`src/rtl/pvt_uart_ctrl_if.sv`:
```
// Handshake bundle between the PVT command controller, the UART RX/TX pair and the sensor bank.
interface pvt_uart_ctrl_if #(
   parameter int N_SENSORS = 3,
   parameter int RESULT_W  = 16
) ();
   logic                          rx_valid;
   logic [7:0]                    rx_data;
   logic                          tx_busy;
   logic                          tx_start;
   logic [7:0]                    tx_data;
   logic [N_SENSORS-1:0]          meas_start;
   logic [N_SENSORS-1:0]          meas_done;
   logic [N_SENSORS*RESULT_W-1:0] meas_result;

   modport master (
      input  rx_valid, rx_data, tx_busy, meas_done, meas_result,
      output tx_start, tx_data, meas_start
   );

   modport slave (
      output rx_valid, rx_data, tx_busy, meas_done, meas_result,
      input  tx_start, tx_data, meas_start
   );
endinterface

```
`src/rtl/pvt_uart_ctrl.sv`:
```
// Host command controller: decodes one UART command byte, triggers a PVT sensor and streams the reply.
// Define PVT_CTRL_CHECKSUM_EN to append an XOR checksum byte to every reply.
module pvt_uart_ctrl #(
   parameter int N_SENSORS = 3,
   parameter int RESULT_W  = 16,
   parameter int TIMEOUT   = 1023
) (
   input  logic            clk,
   input  logic            rst_n,
   pvt_uart_ctrl_if.master bus,
   output logic            busy,
   output logic            overrun
);
   localparam int         CNT_W     = (TIMEOUT > 0) ? $clog2(TIMEOUT + 1) : 1;
   localparam logic [3:0] OP_PING   = 4'h5;
   localparam logic [3:0] OP_MEAS   = 4'hA;
   localparam logic [7:0] REPLY_ERR = 8'hEE;
   localparam logic [7:0] REPLY_TMO = 8'hEF;
`ifdef PVT_CTRL_CHECKSUM_EN
   localparam logic [2:0] LEN_SHORT = 3'd2;
   localparam logic [2:0] LEN_LONG  = 3'd4;
`else
   localparam logic [2:0] LEN_SHORT = 3'd1;
   localparam logic [2:0] LEN_LONG  = 3'd3;
`endif

   typedef enum logic [2:0] {
      IDLE       = 3'd0,
      DECODE     = 3'd1,
      MEAS_START = 3'd2,
      MEAS_WAIT  = 3'd3,
      SEND       = 3'd4,
      GUARD      = 3'd5,
      SEND_WAIT  = 3'd6
   } state_t;

   function automatic logic [7:0] xor_sum(input logic [7:0] b0, input logic [7:0] b1,
                                          input logic [7:0] b2);
      return b0 ^ b1 ^ b2;
   endfunction

   function automatic logic [3:0][7:0] frame_short(input logic [7:0] b0);
      logic [3:0][7:0] f;
      f    = '0;
      f[0] = b0;
`ifdef PVT_CTRL_CHECKSUM_EN
      f[1] = xor_sum(b0, 8'h00, 8'h00);
`endif
      return f;
   endfunction

   function automatic logic [3:0][7:0] frame_long(input logic [7:0] b0, input logic [7:0] b1,
                                                  input logic [7:0] b2);
      logic [3:0][7:0] f;
      f    = '0;
      f[0] = b0;
      f[1] = b1;
      f[2] = b2;
`ifdef PVT_CTRL_CHECKSUM_EN
      f[3] = xor_sum(b0, b1, b2);
`endif
      return f;
   endfunction

   state_t               state_r, state_s;
   logic [7:0]           cmd_r, cmd_s;
   logic [3:0][7:0]      buf_r, buf_s;
   logic [2:0]           len_r, len_s;
   logic [2:0]           idx_r, idx_s;
   logic [2:0]           idx_inc_s;
   logic [CNT_W-1:0]     cnt_r, cnt_s;
   logic [7:0]           tx_data_r, tx_data_s;
   logic [N_SENSORS-1:0] meas_start_r, meas_start_s;
   logic                 busy_r;
   logic                 overrun_r, overrun_s;
   logic                 tx_start_s;
   logic [N_SENSORS-1:0] sel_onehot_s;
   logic                 done_sel_s;
   logic [RESULT_W-1:0]  res_sel_s;
   logic [15:0]          res16_s;
   logic                 idx_ok_s;
   logic [7:0]           short_byte_s;

   assign res16_s      = 16'(res_sel_s);
   assign idx_ok_s     = ({1'b0, cmd_r[3:0]} < 5'(N_SENSORS));
   assign short_byte_s = (cmd_r[7:4] == OP_PING) ? cmd_r : REPLY_ERR;
   assign idx_inc_s    = idx_r + 3'd1;

   // Addressed-sensor select: trigger mask, done pulse and result slice for cmd_r[3:0].
   always_comb begin
      sel_onehot_s = '0;
      done_sel_s   = 1'b0;
      res_sel_s    = '0;
      for (int s = 0; s < N_SENSORS; s++) begin
         sel_onehot_s[s] = (cmd_r[3:0] == 4'(s));
         done_sel_s      = done_sel_s | (sel_onehot_s[s] & bus.meas_done[s]);
         res_sel_s       = res_sel_s |
                           ({RESULT_W{sel_onehot_s[s]}} & bus.meas_result[s*RESULT_W +: RESULT_W]);
      end
   end

   // Command FSM next-state and datapath loads; tx_data is reloaded on every entry into SEND.
   always_comb begin
      state_s      = state_r;
      cmd_s        = cmd_r;
      buf_s        = buf_r;
      len_s        = len_r;
      idx_s        = idx_r;
      cnt_s        = cnt_r;
      tx_data_s    = tx_data_r;
      meas_start_s = '0;
      tx_start_s   = 1'b0;
      overrun_s    = overrun_r | (bus.rx_valid & (state_r != IDLE));
      case (state_r)
         IDLE: begin
            if (bus.rx_valid) begin
               cmd_s   = bus.rx_data;
               state_s = DECODE;
            end else begin
               state_s = IDLE;
            end
         end
         DECODE: begin
            idx_s = 3'd0;
            if ((cmd_r[7:4] == OP_MEAS) && idx_ok_s) begin
               meas_start_s = sel_onehot_s;
               state_s      = MEAS_START;
            end else begin
               buf_s     = frame_short(short_byte_s);
               len_s     = LEN_SHORT;
               tx_data_s = short_byte_s;
               state_s   = SEND;
            end
         end
         MEAS_START: begin
            cnt_s   = '0;
            state_s = MEAS_WAIT;
         end
         MEAS_WAIT: begin
            // A done pulse coinciding with expiry still reports the measurement.
            if (done_sel_s) begin
               buf_s     = frame_long(cmd_r, res16_s[15:8], res16_s[7:0]);
               len_s     = LEN_LONG;
               tx_data_s = cmd_r;
               state_s   = SEND;
            end else if (cnt_r == CNT_W'(TIMEOUT)) begin
               buf_s     = frame_short(REPLY_TMO);
               len_s     = LEN_SHORT;
               tx_data_s = REPLY_TMO;
               state_s   = SEND;
            end else begin
               cnt_s   = cnt_r + CNT_W'(1);
               state_s = MEAS_WAIT;
            end
         end
         SEND: begin
            if (!bus.tx_busy) begin
               tx_start_s = 1'b1;
               state_s    = GUARD;
            end else begin
               state_s = SEND;
            end
         end
         GUARD: begin
            state_s = SEND_WAIT;
         end
         SEND_WAIT: begin
            if (!bus.tx_busy) begin
               idx_s = idx_inc_s;
               if (idx_inc_s == len_r) begin
                  state_s = IDLE;
               end else begin
                  tx_data_s = buf_r[idx_inc_s[1:0]];
                  state_s   = SEND;
               end
            end else begin
               state_s = SEND_WAIT;
            end
         end
         default: begin
            state_s = IDLE;
         end
      endcase
   end

   // State and datapath registers with synchronous active-low reset.
   always_ff @(posedge clk) begin
      if (!rst_n) begin
         state_r      <= IDLE;
         cmd_r        <= 8'h00;
         buf_r        <= '0;
         len_r        <= 3'd0;
         idx_r        <= 3'd0;
         cnt_r        <= '0;
         tx_data_r    <= 8'h00;
         meas_start_r <= '0;
         busy_r       <= 1'b0;
         overrun_r    <= 1'b0;
      end else begin
         state_r      <= state_s;
         cmd_r        <= cmd_s;
         buf_r        <= buf_s;
         len_r        <= len_s;
         idx_r        <= idx_s;
         cnt_r        <= cnt_s;
         tx_data_r    <= tx_data_s;
         meas_start_r <= meas_start_s;
         busy_r       <= (state_s != IDLE);
         overrun_r    <= overrun_s;
      end
   end

   // tx_start is decoded from SEND and the live tx_busy so the launch lands in the first SEND cycle.
   assign bus.tx_start   = tx_start_s;
   assign bus.tx_data    = tx_data_r;
   assign bus.meas_start = meas_start_r;
   assign busy           = busy_r;
   assign overrun        = overrun_r;
endmodule

```
`src/flat_wrapper.sv`:
```
// flat-port wrapper written by rule: the top's interface ports become plain ports
module pvt_uart_ctrl_flat 
#(
   parameter int N_SENSORS = 3,
   parameter int RESULT_W  = 16,
   parameter int TIMEOUT   = 1023
)
  (clk, rst_n, busy, overrun, bus_rx_valid, bus_rx_data, bus_tx_busy, bus_meas_done, bus_meas_result, bus_tx_start, bus_tx_data, bus_meas_start);
  pvt_uart_ctrl_if #(.N_SENSORS(N_SENSORS), .RESULT_W(RESULT_W)) bus_i ();
  input  logic clk;
  input  logic rst_n;
  output logic busy;
  output logic overrun;
  input wire logic [$bits(bus_i.rx_valid)-1:0] bus_rx_valid;
  input wire logic [$bits(bus_i.rx_data)-1:0] bus_rx_data;
  input wire logic [$bits(bus_i.tx_busy)-1:0] bus_tx_busy;
  input wire logic [$bits(bus_i.meas_done)-1:0] bus_meas_done;
  input wire logic [$bits(bus_i.meas_result)-1:0] bus_meas_result;
  output wire logic [$bits(bus_i.tx_start)-1:0] bus_tx_start;
  output wire logic [$bits(bus_i.tx_data)-1:0] bus_tx_data;
  output wire logic [$bits(bus_i.meas_start)-1:0] bus_meas_start;
  assign bus_i.rx_valid = bus_rx_valid;
  assign bus_i.rx_data = bus_rx_data;
  assign bus_i.tx_busy = bus_tx_busy;
  assign bus_i.meas_done = bus_meas_done;
  assign bus_i.meas_result = bus_meas_result;
  assign bus_tx_start = bus_i.tx_start;
  assign bus_tx_data = bus_i.tx_data;
  assign bus_meas_start = bus_i.meas_start;
  pvt_uart_ctrl #(.N_SENSORS(N_SENSORS), .RESULT_W(RESULT_W), .TIMEOUT(TIMEOUT)) u_core (.clk(clk), .rst_n(rst_n), .bus(bus_i), .busy(busy), .overrun(overrun));
endmodule
```
`config.mk`:
```
export PLATFORM = sky130hd
export DESIGN_NAME = pvt_uart_ctrl_flat
export DESIGN_NICKNAME = d
export VERILOG_FILES = /design/src/rtl/pvt_uart_ctrl_if.sv /design/src/rtl/pvt_uart_ctrl.sv /design/src/flat_wrapper.sv
export SDC_FILE = /design/constraint.sdc
export NUM_CORES = 1
export LEC_CHECK = 0
export ABC_CLOCK_PERIOD_IN_PS = 2100
export CAP_MARGIN = 30
export CORE_MARGIN = 1
export CORE_UTILIZATION = 44
export DETAILED_ROUTE_END_ITERATION = 12
export GPL_TIMING_DRIVEN = 0
export HOLD_SLACK_MARGIN = 0.03
export PLACE_DENSITY = 0.74
export SLEW_MARGIN = 10
export SYNTH_ARGS = -nofsm -noshare
export SYNTH_HDL_FRONTEND = slang
export SYNTH_SLANG_ARGS = --single-unit
```
`constraint.sdc`:
```
create_clock -name clk -period 2.1 [get_ports clk]
set_clock_uncertainty 0.15 [all_clocks]
set_input_delay 0.525 -clock clk [delete_from_list [all_inputs] [get_ports clk]]
set_output_delay 0.525 -clock clk [all_outputs]
set_load 0.01 [all_outputs]
```
Word level (Yosys, flattened, before mapping)
Cells that the tools add are included.
Widths: inputs -> output; s select.

storage, ports and cells
  word-level logic and storage cells = 94
  ROM bits = 0
  input port bits = 63
  bits in registers = 72
  memories = 0
  bits in latches = 0
  RAM bits = 0
  output and inout bits = 14

operators by class
  equal/unequal tests = 18
  bitwise gates (word level) = 12
  $lt $le $gt $ge = 2
  divide/modulo/power cells = 0
  reduce and logical (&&, ||, !) cells = 15
  multiplexer cells = 32
  add/sub/neg operators = 2
  shift operators = 0
  multipliers = 0

operator list
  cell                   count
  $mux 32                3
  $pmux 32 s2            1
  $mux 8                 7
  $and 16x16->16         3
  $or 16x16->16          2
  $mux 3                 9
  $pmux 8 s3             1
  $pmux 3 s7             1
  $mux 10                2
  $pmux 10 s2            1
  $bmux 8 s2             1
  $pmux 3 s2             2
  $add 10x1->10 const B  1
  $eq 10x10->1 const B   1
  $ne 2x2->1 const B     5
  $eq 3x3->1 const B     3
  $reduce_and 3->1       3
  $reduce_bool 3->1      3
  $eq 3x2->1 const B     2
  $reduce_bool 2->1      3
  $reduce_and 5->1       1
  $and 1x1->1            4
  $eq 4x1->1 const B     1
  $eq 4x2->1 const B     1
  other kinds (14)       20

Logic depth before layout (Yosys ltp)
Gate-level depths: netlist of the first run.

  depth after elaboration = 7
  mapped depth = 8
  mapped depth without buffers = 6

Worst setup path before layout of the first run
OpenSTA, ideal clock, no wires.

  path kind = in2reg
  start point = input port bus_tx_busy
  end point = register u_core.tx_data_r[5] (netlist: u_core.bus.tx_data[5])
  buffers on the path = 1
  data required time = 1.859 ns
  slack = -0.015 ns
  library setup time = 0.091 ns
  arrival = 1.873 ns
  stages = 6
  cell sequence = or4bb_1 a31oi_1 a2bb2oi_2 buf_2 nor2_1 a311oi_1

between the ends
  longest elaborated chain between the ends = 2

RTL lines
  item                        line                  text
  start, declared             flat_wrapper.sv:16    input wire logic [$bits(bus_i.tx_busy)-1:0] bus_tx_busy;
  $ne 2x2->1 (no line)        -
  $reduce_and 5->1 (no line)  -
  end signal, assigned        pvt_uart_ctrl.sv:206  tx_data_r <= tx_data_s;
  end, declared               pvt_uart_ctrl.sv:72   logic [7:0] tx_data_r, tx_data_s;

No other way between the ends.
A chain may end at the register's enable or synchronous reset.

Worst setup path in the final report of the first run
  start point = register u_core.cmd_r[1]
  end point = register u_core.cnt_r[7]

between the ends
  longest elaborated chain between the ends = 6
  elaborated cells on any way between the ends = 10
  classes of those cells = eq/ne: 3; bitwise: 5; reduce/logical: 2

RTL lines
  item                                           line                  text
  start, declared                                pvt_uart_ctrl.sv:66   logic [7:0] cmd_r, cmd_s;
  start signal, assigned                         pvt_uart_ctrl.sv:201  cmd_r <= cmd_s;
  $eq 4x1->1 or $logic_not 4->1 (tied branches)  pvt_uart_ctrl.sv:95   sel_onehot_s[s] = (cmd_r[3:0] == 4'(s));
  $and 1x1->1                                    pvt_uart_ctrl.sv:96   done_sel_s = done_sel_s | (sel_onehot_s[s] & bus.meas_done[s]);
  $or 1x1->1                                     pvt_uart_ctrl.sv:96
  $or 1x1->1 *                                   pvt_uart_ctrl.sv:96
  $ne 2x2->1 (no line) *                         -
  $reduce_and 3->1 (no line) *                   -
  end signal, assigned                           pvt_uart_ctrl.sv:205  cnt_r <= cnt_s;
  end, declared                                  pvt_uart_ctrl.sv:71   logic [CNT_W-1:0] cnt_r, cnt_s;

Mark *: on every way between the ends. The rest lies on a longest branch, timed or not.

==> results of run 1 <==
==> routing by layer <==
layer	up-vias	routed length, um	GRT usage
met4	0	149	0.0712
met1	1548	4240	0.341
met3	17	605	0.0645
met5	-	0	0
met2	120	4580	0.428
li1	1577	-	-
==> state kept, by name, indices dropped and copies added (netlist names), 2 cells and up <==
register / cells
u_core.cmd_r: 8
u_core.len_r: 2
u_core.state_r: 3
u_core.buf_r: 24
u_core.cnt_r: 10
u_core.bus.tx_data: 8
u_core.idx_r: 3
u_core.bus.meas_start: 3
==> metrics by stage <==
stage / worst slack, ps / area, sq um / util
global placement: -708 / 3990 / 0.587
CTS: -15.3 / 4520 / 0.665
finish: -30.1 / 4750 / 0.700
floorplan: 14.5 / 3100 / -
global route: -99.1 / 4750 / 0.700
detailed placement: -717 / 3990 / 0.587
==> repair_timing <==
item                                    CTS  global route
pin swaps                                17            13
resized for setup                        55            42
endpoints found under the setup margin   50            36
hold endpoints to repair                  0             0
buffers inserted                         14            13
==> cell families after synthesis <==
family	count (synthesis)	synth area share
adders and majority gates	2	0.00807
and+or+nand+nor	128	0.205
buffers and inverters	29	0.0432
xor gates and xnor gates	11	0.0311
muxes	11	0.0395
AOI/OAI and AO/OA	107	0.266
DFF	63	0.407
==> layout by cell type, fill, tap and decap left out, types with 3 or more instances in the layout <==
cell             count
dfxtp_1             54
a221oi_2             3
nor2_1              31
a221o_1              3
mux2i_1              4
nor4_4               4
nor2_2               4
clkinv_2             3
clkdlybuf4s50_1     72
nor3_1               6
dfxtp_2              8
buf_6                8
buf_4               25
mux2_2               6
o22ai_1              3
inv_1                5
nor3_4               3
clkbuf_2             5
clkbuf_1             8
a222oi_1            16
xnor2_1              7
or3_1                3
a311oi_1             4
xor2_1               3
a21oi_1             15
nand3_1             14
o2bb2ai_1           16
clkbuf_8            13
o21ai_0             11
nand2_1             39
a31oi_1              5
==> worst max-delay path by stage <==
stage                            end  depth (start not counted)
2_1_floorplan  u_core.bus.tx_data[4]                          7
5_1_grt              u_core.cnt_r[7]                          8
4_1_cts        u_core.bus.tx_data[3]                          8
3_5_place_dp   u_core.bus.tx_data[5]                          7
6_report             u_core.cnt_r[7]                          8
3_3_place_gp   u_core.bus.tx_data[5]                          7
==> worst reg2reg max path: stages (launching register included) <==
cell and delay (ps):
dfxtp_2 320, buf_6 120, mux2_4 340, a221o_1 410, buf_6 180, buf_4 140, nor4_4 140, xnor2_1 150
nor2_1 60
==> final cells by class <==
type | instances | area (sq um) | share of cell area
buffer | 22 | 155 | 0.0326
multi-input combinational | 259 | 2000 | 0.420
timing repair buffer | 103 | 976 | 0.205
sequential | 63 | 1270 | 0.268
inverter | 6 | 23.8 | 0.00500
tap | 96 | 120 | 0.0253
clock inverter | 3 | 40.0 | 0.00842
clock buffer | 13 | 169 | 0.0355
==> where the power goes <==
group	leakage (uW)	total [uW]	switching (uW)	internal, uW
clock network	0.000109	1100	456	642
logic	0.00105	637	295	342
registers	0.000516	1310	56.5	1250
==> results.py, run 1 <==
metrics = {
    "routing": {
        "antenna_left": 0,
        "via_count": 3262,
        "drc": 0,
        "drtPass1Iterations": 6,
        "routed_via_density": 5.77,
        "wirelength_mm": 9.58,
        "drt-initial-drc-count": 201,
        "wl_per_cell_um": 17.0,
    },
    "status": {
        "status": "finished with violations",
        "violations": "negative setup slack",
    },
    "final_layout": {
        "final_net_count": 529,
        "finalNonFillerCells": 565,
        "syn2layout_area_growth_pct": 53.3,
        "n_fill_cell": 524,
        "drive_gt1_frac": 0.254,
        "antenna_cells": 0,
    },
    "clock_tree": {
        "clk-insertion-delay-late_ps": 340,
        "numCtsBuffers": 9,
        "hold_buffers": 0,
        "clkSinkCount": 63,
        "cts_tree": "yes",
        "clk_pin_slew_ps": 70,
        "cts_root_buf": "clkbuf_8",
        "cts-htree-levels": 3,
        "cts_buffer_depth": 2,
    },
    "synthesis": {
        "syn_nets": 416,
        "synth_common_cells": "dfxtp_1, nand2_1, nor2_1",
        "synth-seq-cells": 63,
        "synth_top_area_cell": "dfxtp_1",
        "synth_top_area_frac": 0.407,
        "synth_cell_types": 59,
        "yosys-top-cells-area": "dfxtp_1, a222oi_1, nand2_1",
        "syn_area_per_cell_sq_um": 8.84,
        "ys.flop_type": "dfxtp_1",
        "async_flop_share": 0,
        "synth-edff-count": 0,
        "yosysMostFrequentCell": "dfxtp_1",
        "ys_seq_area_frac": 0.407,
        "yosys_warnings": 0,
        "netlist_area_sq_um": 3100,
        "syn_inst": 351,
    },
    "worst_hold_path": {
        "hold_class": "register to register",
        "min_to": "u_core.buf_r[5]",
        "hold_depth": 2,
        "min-delay-start": "u_core.buf_r[5]",
    },
    "global_routing": {
        "grtUsageTotal": 0.261,
        "grt.overflow.total": 0,
        "grt_pass1_vias": 2988,
        "grt_max_degree": 11,
        "grt_pass1_wl_mm": 15.0,
        "grt_antenna_before_repair": 0,
    },
    "critical_path": {
        "crit_type": "register to register",
        "r2r_slack_ps": -30,
        "arrival_ps": 2200,
        "crit_start": "u_core.cmd_r[1]",
        "critPathBufInv": 3,
        "cp_cell_sequence": "buf_6 -> mux2_4 -> a221o_1 -> buf_6 -> buf_4 -> nor4_4 -> xnor2_1 -> nor2_1",
        "crit_path_end_kind": "register",
        "slowest_stage": "a221o_1",
        "reg2reg_to": "u_core.cnt_r[7]",
        "slowest_delay_ps": 400,
        "critPathRequiredTime_ps": 2170,
        "reg2reg_depth": 8,
        "critPathMostFrequentCell": "buf_6",
        "r2r-start": "u_core.cmd_r[1]",
        "cp-start-kind": "register",
        "critPathMaxFanout": 6,
        "critPathTopFamily": "buffers and inverters",
    },
    "sta": {
        "slew_violations": 0,
        "timing.final.ws_setup_ps": -30.1,
        "period_needed_ps": 2130,
        "clock.fmax_ghz": 0.469,
        "relSlewSlack": 0.602,
        "hold_ws_ps": 313,
        "hold_violations": 0,
        "tightest_slew_ps": 597,
        "setup_tns_ps": -36.1,
        "setup_violations": 3,
        "finalCritPeriodShare": 1.01,
        "grt_setup_unrepaired": "yes",
    },
    "die": {
        "die_area_sq_um": 7390,
        "die_h_um": 86.0,
        "initial_core_util": 0.457,
        "core_sq_um": 6790,
        "die_w_um": 86.0,
        "num_rows": 30,
        "ioPinCount": 77,
    },
    "placement": {
        "hpwl_mm": 6.52,
        "io_buffers": 76,
        "place.gp.congestion": 0.871,
        "dp.cells": 523,
    },
    "power": {
        "p_per_area_nw_per_um2": 641,
        "ir_drop_mv": 0.568,
        "total_power_uw": 3050,
        "leakage_uw": 0.00168,
    },
    "flow_run": {
        "max_cap_violations": 0,
    },
}
(Power assumes the default switching activity.)
==> run 2: changes to the inputs <==
- ABC_CLOCK_PERIOD_IN_PS: 2100 -> 2610
- CORE_UTILIZATION: 44 -> 53
- PLACE_DENSITY: 0.74 -> 0.84
- clock period: 2.1 -> 2.61 ns (I/O delays scaled with it)
==> run 2 against run 1 <==
  * The flow now finishes without violations
  * Global-route usage is 3.4 points higher
  * Die area down 17%
  * Critical path depth is 1 lower
  * Routed wire length fell by 9.7%
  * Clock-buffer cell count rose by 1
  * Combinational power down 31%
  * Non-clock buffer count shrank 25
  * Register-to-register slack improved by 240 ps
  * Final cell count fell by 8.7%
  * Cell area is 11% lower
  * Sequential share of layout area increased by 3.0 points
==> results.py, run 2 (synthesis results as in run 1) <==
metrics = {
    "global_routing": {
        "grt_max_degree": 11,
        "grt.overflow.total": 0,
        "grt_pass1_vias": 2937,
        "grt_pass1_wl_mm": 14.0,
        "grt_antenna_before_repair": 0,
        "grtUsageTotal": 0.294,
    },
    "final_layout": {
        "largest_reg_flops": 24,
        "seqCellArea_sq_um": 1260,
        "top_regs": "u_core.buf_r: 24 flops, u_core.cnt_r: 10 flops",
        "drive_gt1_frac": 0.101,
        "syn2layout_area_growth_pct": 36.6,
        "multi_input_area_sq_um": 1740,
        "antenna_cells": 0,
        "largest-register": "u_core.buf_r",
        "final_area_sq_um": 4240,
        "final_net_count": 504,
        "final_common_cell": "clkdlybuf4s50_1",
        "final_cell_mix": "clkdlybuf4s50_1, dfxtp_1, nand2_1",
        "final_util": 0.760,
        "n_fill_cell": 422,
    },
    "power": {
        "switching_share": 0.250,
        "total_power_uw": 2500,
        "ir_drop_mv": 0.437,
        "power_frac_comb": 0.176,
        "leakage_uw": 0.00147,
        "p_switching_uw": 625,
        "power.internal_uw": 1880,
        "clockPowerShare": 0.405,
        "p_seq_frac": 0.419,
        "p_per_area_nw_per_um2": 591,
    },
    "routing": {
        "routed_via_density": 6.16,
        "drtPass1Iterations": 7,
        "drt-initial-drc-count": 257,
        "via_count": 3179,
        "wirelength_mm": 8.65,
        "wl_per_cell_um": 16.8,
        "antenna_left": 0,
        "drc": 0,
    },
    "die": {
        "ioPinCount": 77,
        "num_rows": 27,
        "die_area_sq_um": 6160,
        "initial_core_util": 0.556,
        "die_w_um": 78.5,
        "die_h_um": 78.5,
        "core_sq_um": 5570,
    },
    "critical_path": {
        "crit_type": "primary input to register",
        "cp-start-kind": "primary input",
        "arrival_ps": 2600,
        "slowest_delay_ps": 420,
        "critPathRequiredTime_ps": 2690,
        "cp_cell_sequence": "clkdlybuf4s50_1 -> mux2_4 -> a221o_1 -> buf_6 -> nor4_1 -> xnor2_1 -> nor2_1",
        "slowest_stage": "clkdlybuf4s50_1",
        "critPathMaxFanout": 10,
        "crit_path_end_kind": "register",
    },
    "sta": {
        "clock.fmax_ghz": 0.397,
        "relSlewSlack": 0.504,
        "finalCritPeriodShare": 0.965,
        "period_needed_ps": 2520,
        "setup_violations": 0,
        "hold_violations": 0,
        "slew_violations": 0,
        "grt_setup_unrepaired": "yes",
        "timing.final.ws_setup_ps": 92.6,
        "tightest_slew_ps": 739,
    },
    "clock_tree": {
        "clkSinkCount": 63,
        "cts-htree-levels": 3,
        "cts_root_buf": "clkbuf_8",
        "clk_pin_slew_ps": 70,
        "clk-insertion-delay-late_ps": 350,
        "cts_buffer_depth": 2,
        "cts_tree": "yes",
        "numCtsBuffers": 9,
    },
    "flow_run": {
        "max_cap_violations": 0,
    },
    "status": {
        "status": "completed",
    },
    "placement": {
        "io_buffers": 76,
        "place_ws_ps": -391,
        "place.gp.congestion": 0.964,
        "dpl-instance-area_sq_um": 3950,
        "hpwl_mm": 6.40,
    },
    "worst_hold_path": {
        "hold_class": "register to register",
    },
}
[run 2: cell types whose count changed in the layout (fill, tap and decap cells not counted), sizes merged, moves of 2 or more]
cell | previous run | this run
clkinv | 3 | 1
clkbuf | 28 | 30
dlygate4sd2 | 2 | 0
clkdlybuf4s50 | 72 | 75
buf | 35 | 9
[run 2: through the flow]
stage | std cells | hold WS (ps) | TNS, ps
floorplan | 351 | 277 | 0
global placement | 499 | 294 | -8510
detailed placement | 499 | 304 | -8780
CTS | 515 | 313 | 0
global route | 516 | 333 | -15.7
finish | 516 | 317 | 0
[run 2: path summary, 6_finish.rpt]
path / startpoint / to / slack [ps] / cells past startpoint
worst max register to register: u_core.idx_r[0] / u_core.bus.tx_data[4] / 210 / 7
worst min register to register: u_core.buf_r[7] / u_core.buf_r[7] / 320 / 2
worst max-delay path: bus_meas_done[0] / u_core.cnt_r[8] / 90 / 7
worst min-delay path: u_core.buf_r[7] / u_core.buf_r[7] / 320 / 2
[run 2: repair_timing]
item | in CTS | in global routing
buffers inserted | 0 | 1
hold buffers | 0 | 0
pin swaps | 0 | 0
resized for setup | 2 | 7
endpoints found under the setup margin | 2 | 16
[run 2: worst max-delay path, delay by kind of cell]
kind                   cells  cell delay (ps)
buffers and inverters      2              600
AND/OR/NAND/NOR            2              450
AO/OA/AOI/OAI              1              400
multiplexers               1              320
XOR/XNOR                   1              170
[run 2: cell type report]
class                   instances  area share
plain buffers                  23      0.0269
clock buffers                  14      0.0431
clock inverters                 2      0.0142
inverters                       6     0.00532
multi-input cells             259       0.411
flip-flops and latches         63       0.298
well taps                      72      0.0213
repair buffers                 77       0.180
[run 2: power by group through the flow]
stage / clock network, uW / logic, uW / registers [uW]
6_report: 1010 / 441 / 1050
3_5_place_dp: 0 / 427 / 1070
4_1_cts: 1020 / 429 / 1050
3_3_place_gp: 0 / 417 / 1060
5_1_grt: 1060 / 483 / 1050
2_1_floorplan: 0 / 232 / 1060
[run 2: per-layer routing]
metal	part of all wire	up-vias	wire length, um	GRT usage
met5	0	-	0	0
met4	0.023	0	198	0.141
met3	0.083	19	717	0.0651
met2	0.47	160	4070	0.479
met1	0.42	1473	3670	0.367
li1	-	1527	-	-
==> run 3: changes to the inputs <==
- ABC_CLOCK_PERIOD_IN_PS: 2610 -> default
- CORE_UTILIZATION: 53 -> 37
- PLACE_DENSITY: 0.84 -> 0.62
==> run 3 against run 2 <==
  * Combinational power hardly changed
  * Via count is 3.6% lower
  * Clock power fell by 16%
  * Sequential share of layout area is 0.12 points lower
  * Global-route usage down 8.3 points
  * First-iteration DRC count fell by 17%
  * Power down 6.5%
  * Largest power group unchanged
  * Final cell count rose by 6.2%
  * Register-to-register slack hardly changed
  * Maximum frequency fell by 1.7%
==> results.py, run 3 (synthesis results as in run 1) <==
metrics = {
    "status": {
        "status": "completed",
    },
    "final_layout": {
        "largest_reg_flops": 24,
        "final_common_cell": "clkdlybuf4s50_1",
        "final_cell_mix": "clkdlybuf4s50_1, dfxtp_1, nand2_1",
        "final_area_sq_um": 4250,
        "finalNonFillerCells": 548,
        "final_util": 0.520,
        "antenna_cells": 0,
        "top_regs": "u_core.buf_r: 24 flops, u_core.cnt_r: 10 flops",
        "n_fill_cell": 826,
        "drive_gt1_frac": 0.102,
        "syn2layout_area_growth_pct": 37.2,
        "final_net_count": 504,
        "largest-register": "u_core.buf_r",
    },
    "sta": {
        "relSlewSlack": 0.533,
        "grt_setup_unrepaired": "yes",
        "tightest_slew_ps": 696,
        "clock.fmax_ghz": 0.390,
        "setup_violations": 0,
        "period_needed_ps": 2560,
        "hold_ws_ps": 316,
        "slew_violations": 0,
        "hold_violations": 0,
        "finalCritPeriodShare": 0.981,
    },
    "die": {
        "core_sq_um": 8180,
        "die_w_um": 93.6,
        "die_h_um": 93.6,
        "ioPinCount": 77,
        "initial_core_util": 0.379,
        "die_area_sq_um": 8750,
        "num_rows": 33,
    },
    "placement": {
        "place.gp.congestion": 0.855,
        "hpwl_mm": 6.68,
        "dpl-instance-area_sq_um": 3990,
        "io_buffers": 76,
        "dp.cells": 532,
    },
    "routing": {
        "drc": 0,
        "via_count": 3064,
        "drtPass1Iterations": 5,
        "wirelength_mm": 8.91,
        "wl_per_cell_um": 16.3,
        "routed_via_density": 5.59,
        "drt-initial-drc-count": 214,
        "antenna_left": 0,
    },
    "critical_path": {
        "crit_path_end_kind": "register",
        "reg2reg_to": "u_core.bus.tx_data[0]",
        "reg2reg_depth": 7,
        "r2r_slack_ps": 220,
        "cp-start-kind": "primary input",
        "critPathMaxFanout": 10,
        "critPathRequiredTime_ps": 2710,
        "crit_type": "primary input to register",
        "r2r-start": "u_core.idx_r[0]",
        "arrival_ps": 2660,
        "crit_end": "u_core.bus.tx_data[5]",
        "crit_start": "bus_tx_busy",
    },
    "clock_tree": {
        "clk_pin_slew_ps": 70,
        "hold_buffers": 0,
        "cts_tree": "yes",
        "cts-htree-levels": 3,
        "clkSinkCount": 63,
        "cts_buffer_depth": 2,
        "clk-insertion-delay-late_ps": 340,
        "numCtsBuffers": 9,
        "cts_root_buf": "clkbuf_8",
    },
    "global_routing": {
        "grtUsageTotal": 0.211,
        "grt_pass1_wl_mm": 14.4,
        "grt_antenna_before_repair": 0,
        "grt_pass1_vias": 2872,
        "grt.overflow.total": 0,
        "grt_max_degree": 11,
    },
    "worst_hold_path": {
        "hold_depth": 1,
        "hold_class": "register to register",
    },
    "flow_run": {
        "max_cap_violations": 0,
    },
    "power": {
        "p_per_area_nw_per_um2": 550,
        "leakage_uw": 0.00145,
        "ir_drop_mv": 0.359,
    },
}
[run 3: metrics by stage]
step	setup TNS (ps)	power, uW	setup slack, ps
2_1_floorplan	0	1300	368
5_1_grt	-38.6	2470	-38.6
6_report	0	2340	49.0
3_3_place_gp	-9650	1490	-398
4_1_cts	0	2350	1.08
3_5_place_dp	-9720	1500	-408
[run 3: cell type report]
cell class              instances  area [sq um]  share of cell area
repair buffers                 77           763               0.179
well taps                     105           131              0.0309
inverters                       6          22.5             0.00529
clock buffers                  12           155              0.0365
clock inverters                 3          42.5              0.0100
plain buffers                  23           115              0.0271
flip-flops and latches         63          1260               0.296
multi-input cells             259          1760               0.414
[run 3: routing by layer]
metal	GRT usage	vias up	wire length, um	part of all wire
li1	-	1525	-	-
met1	0.288	1417	4210	0.47
met2	0.324	106	3860	0.43
met3	0.0537	16	665	0.075
met4	0.0718	0	180	0.020
met5	0	-	0	0
[run 3: report_power, final]
group	total [uW]	switching [uW]	internal, uW
registers	1050	39.0	1010
logic	444	215	229
clock network	848	362	486
total	2340	616	1720
[run 3: critical path: stages]
cell	delay, ps
clkdlybuf4s50_1	450
or4bb_1	590
a31oi_4	230
a2bb2oi_4	220
buf_4	220
nor2_1	60
a311oi_1	230
[run 3: what timing repair did]
item,CTS,global route
pin swaps,0,1
endpoints found under the setup margin,2,17
setup buffers,0,1
gates resized for setup,3,10
[run 3: worst min path at each step]
stage	startpoint	end	slack, ps
detailed placement	u_core.buf_r[20]	u_core.buf_r[20]	290
finish	u_core.buf_r[21]	u_core.buf_r[21]	320
CTS	u_core.buf_r[7]	u_core.buf_r[7]	310
global placement	u_core.buf_r[22]	u_core.buf_r[22]	300
floorplan	u_core.buf_r[16]	u_core.buf_r[16]	280
global route	u_core.buf_r[22]	u_core.buf_r[22]	340
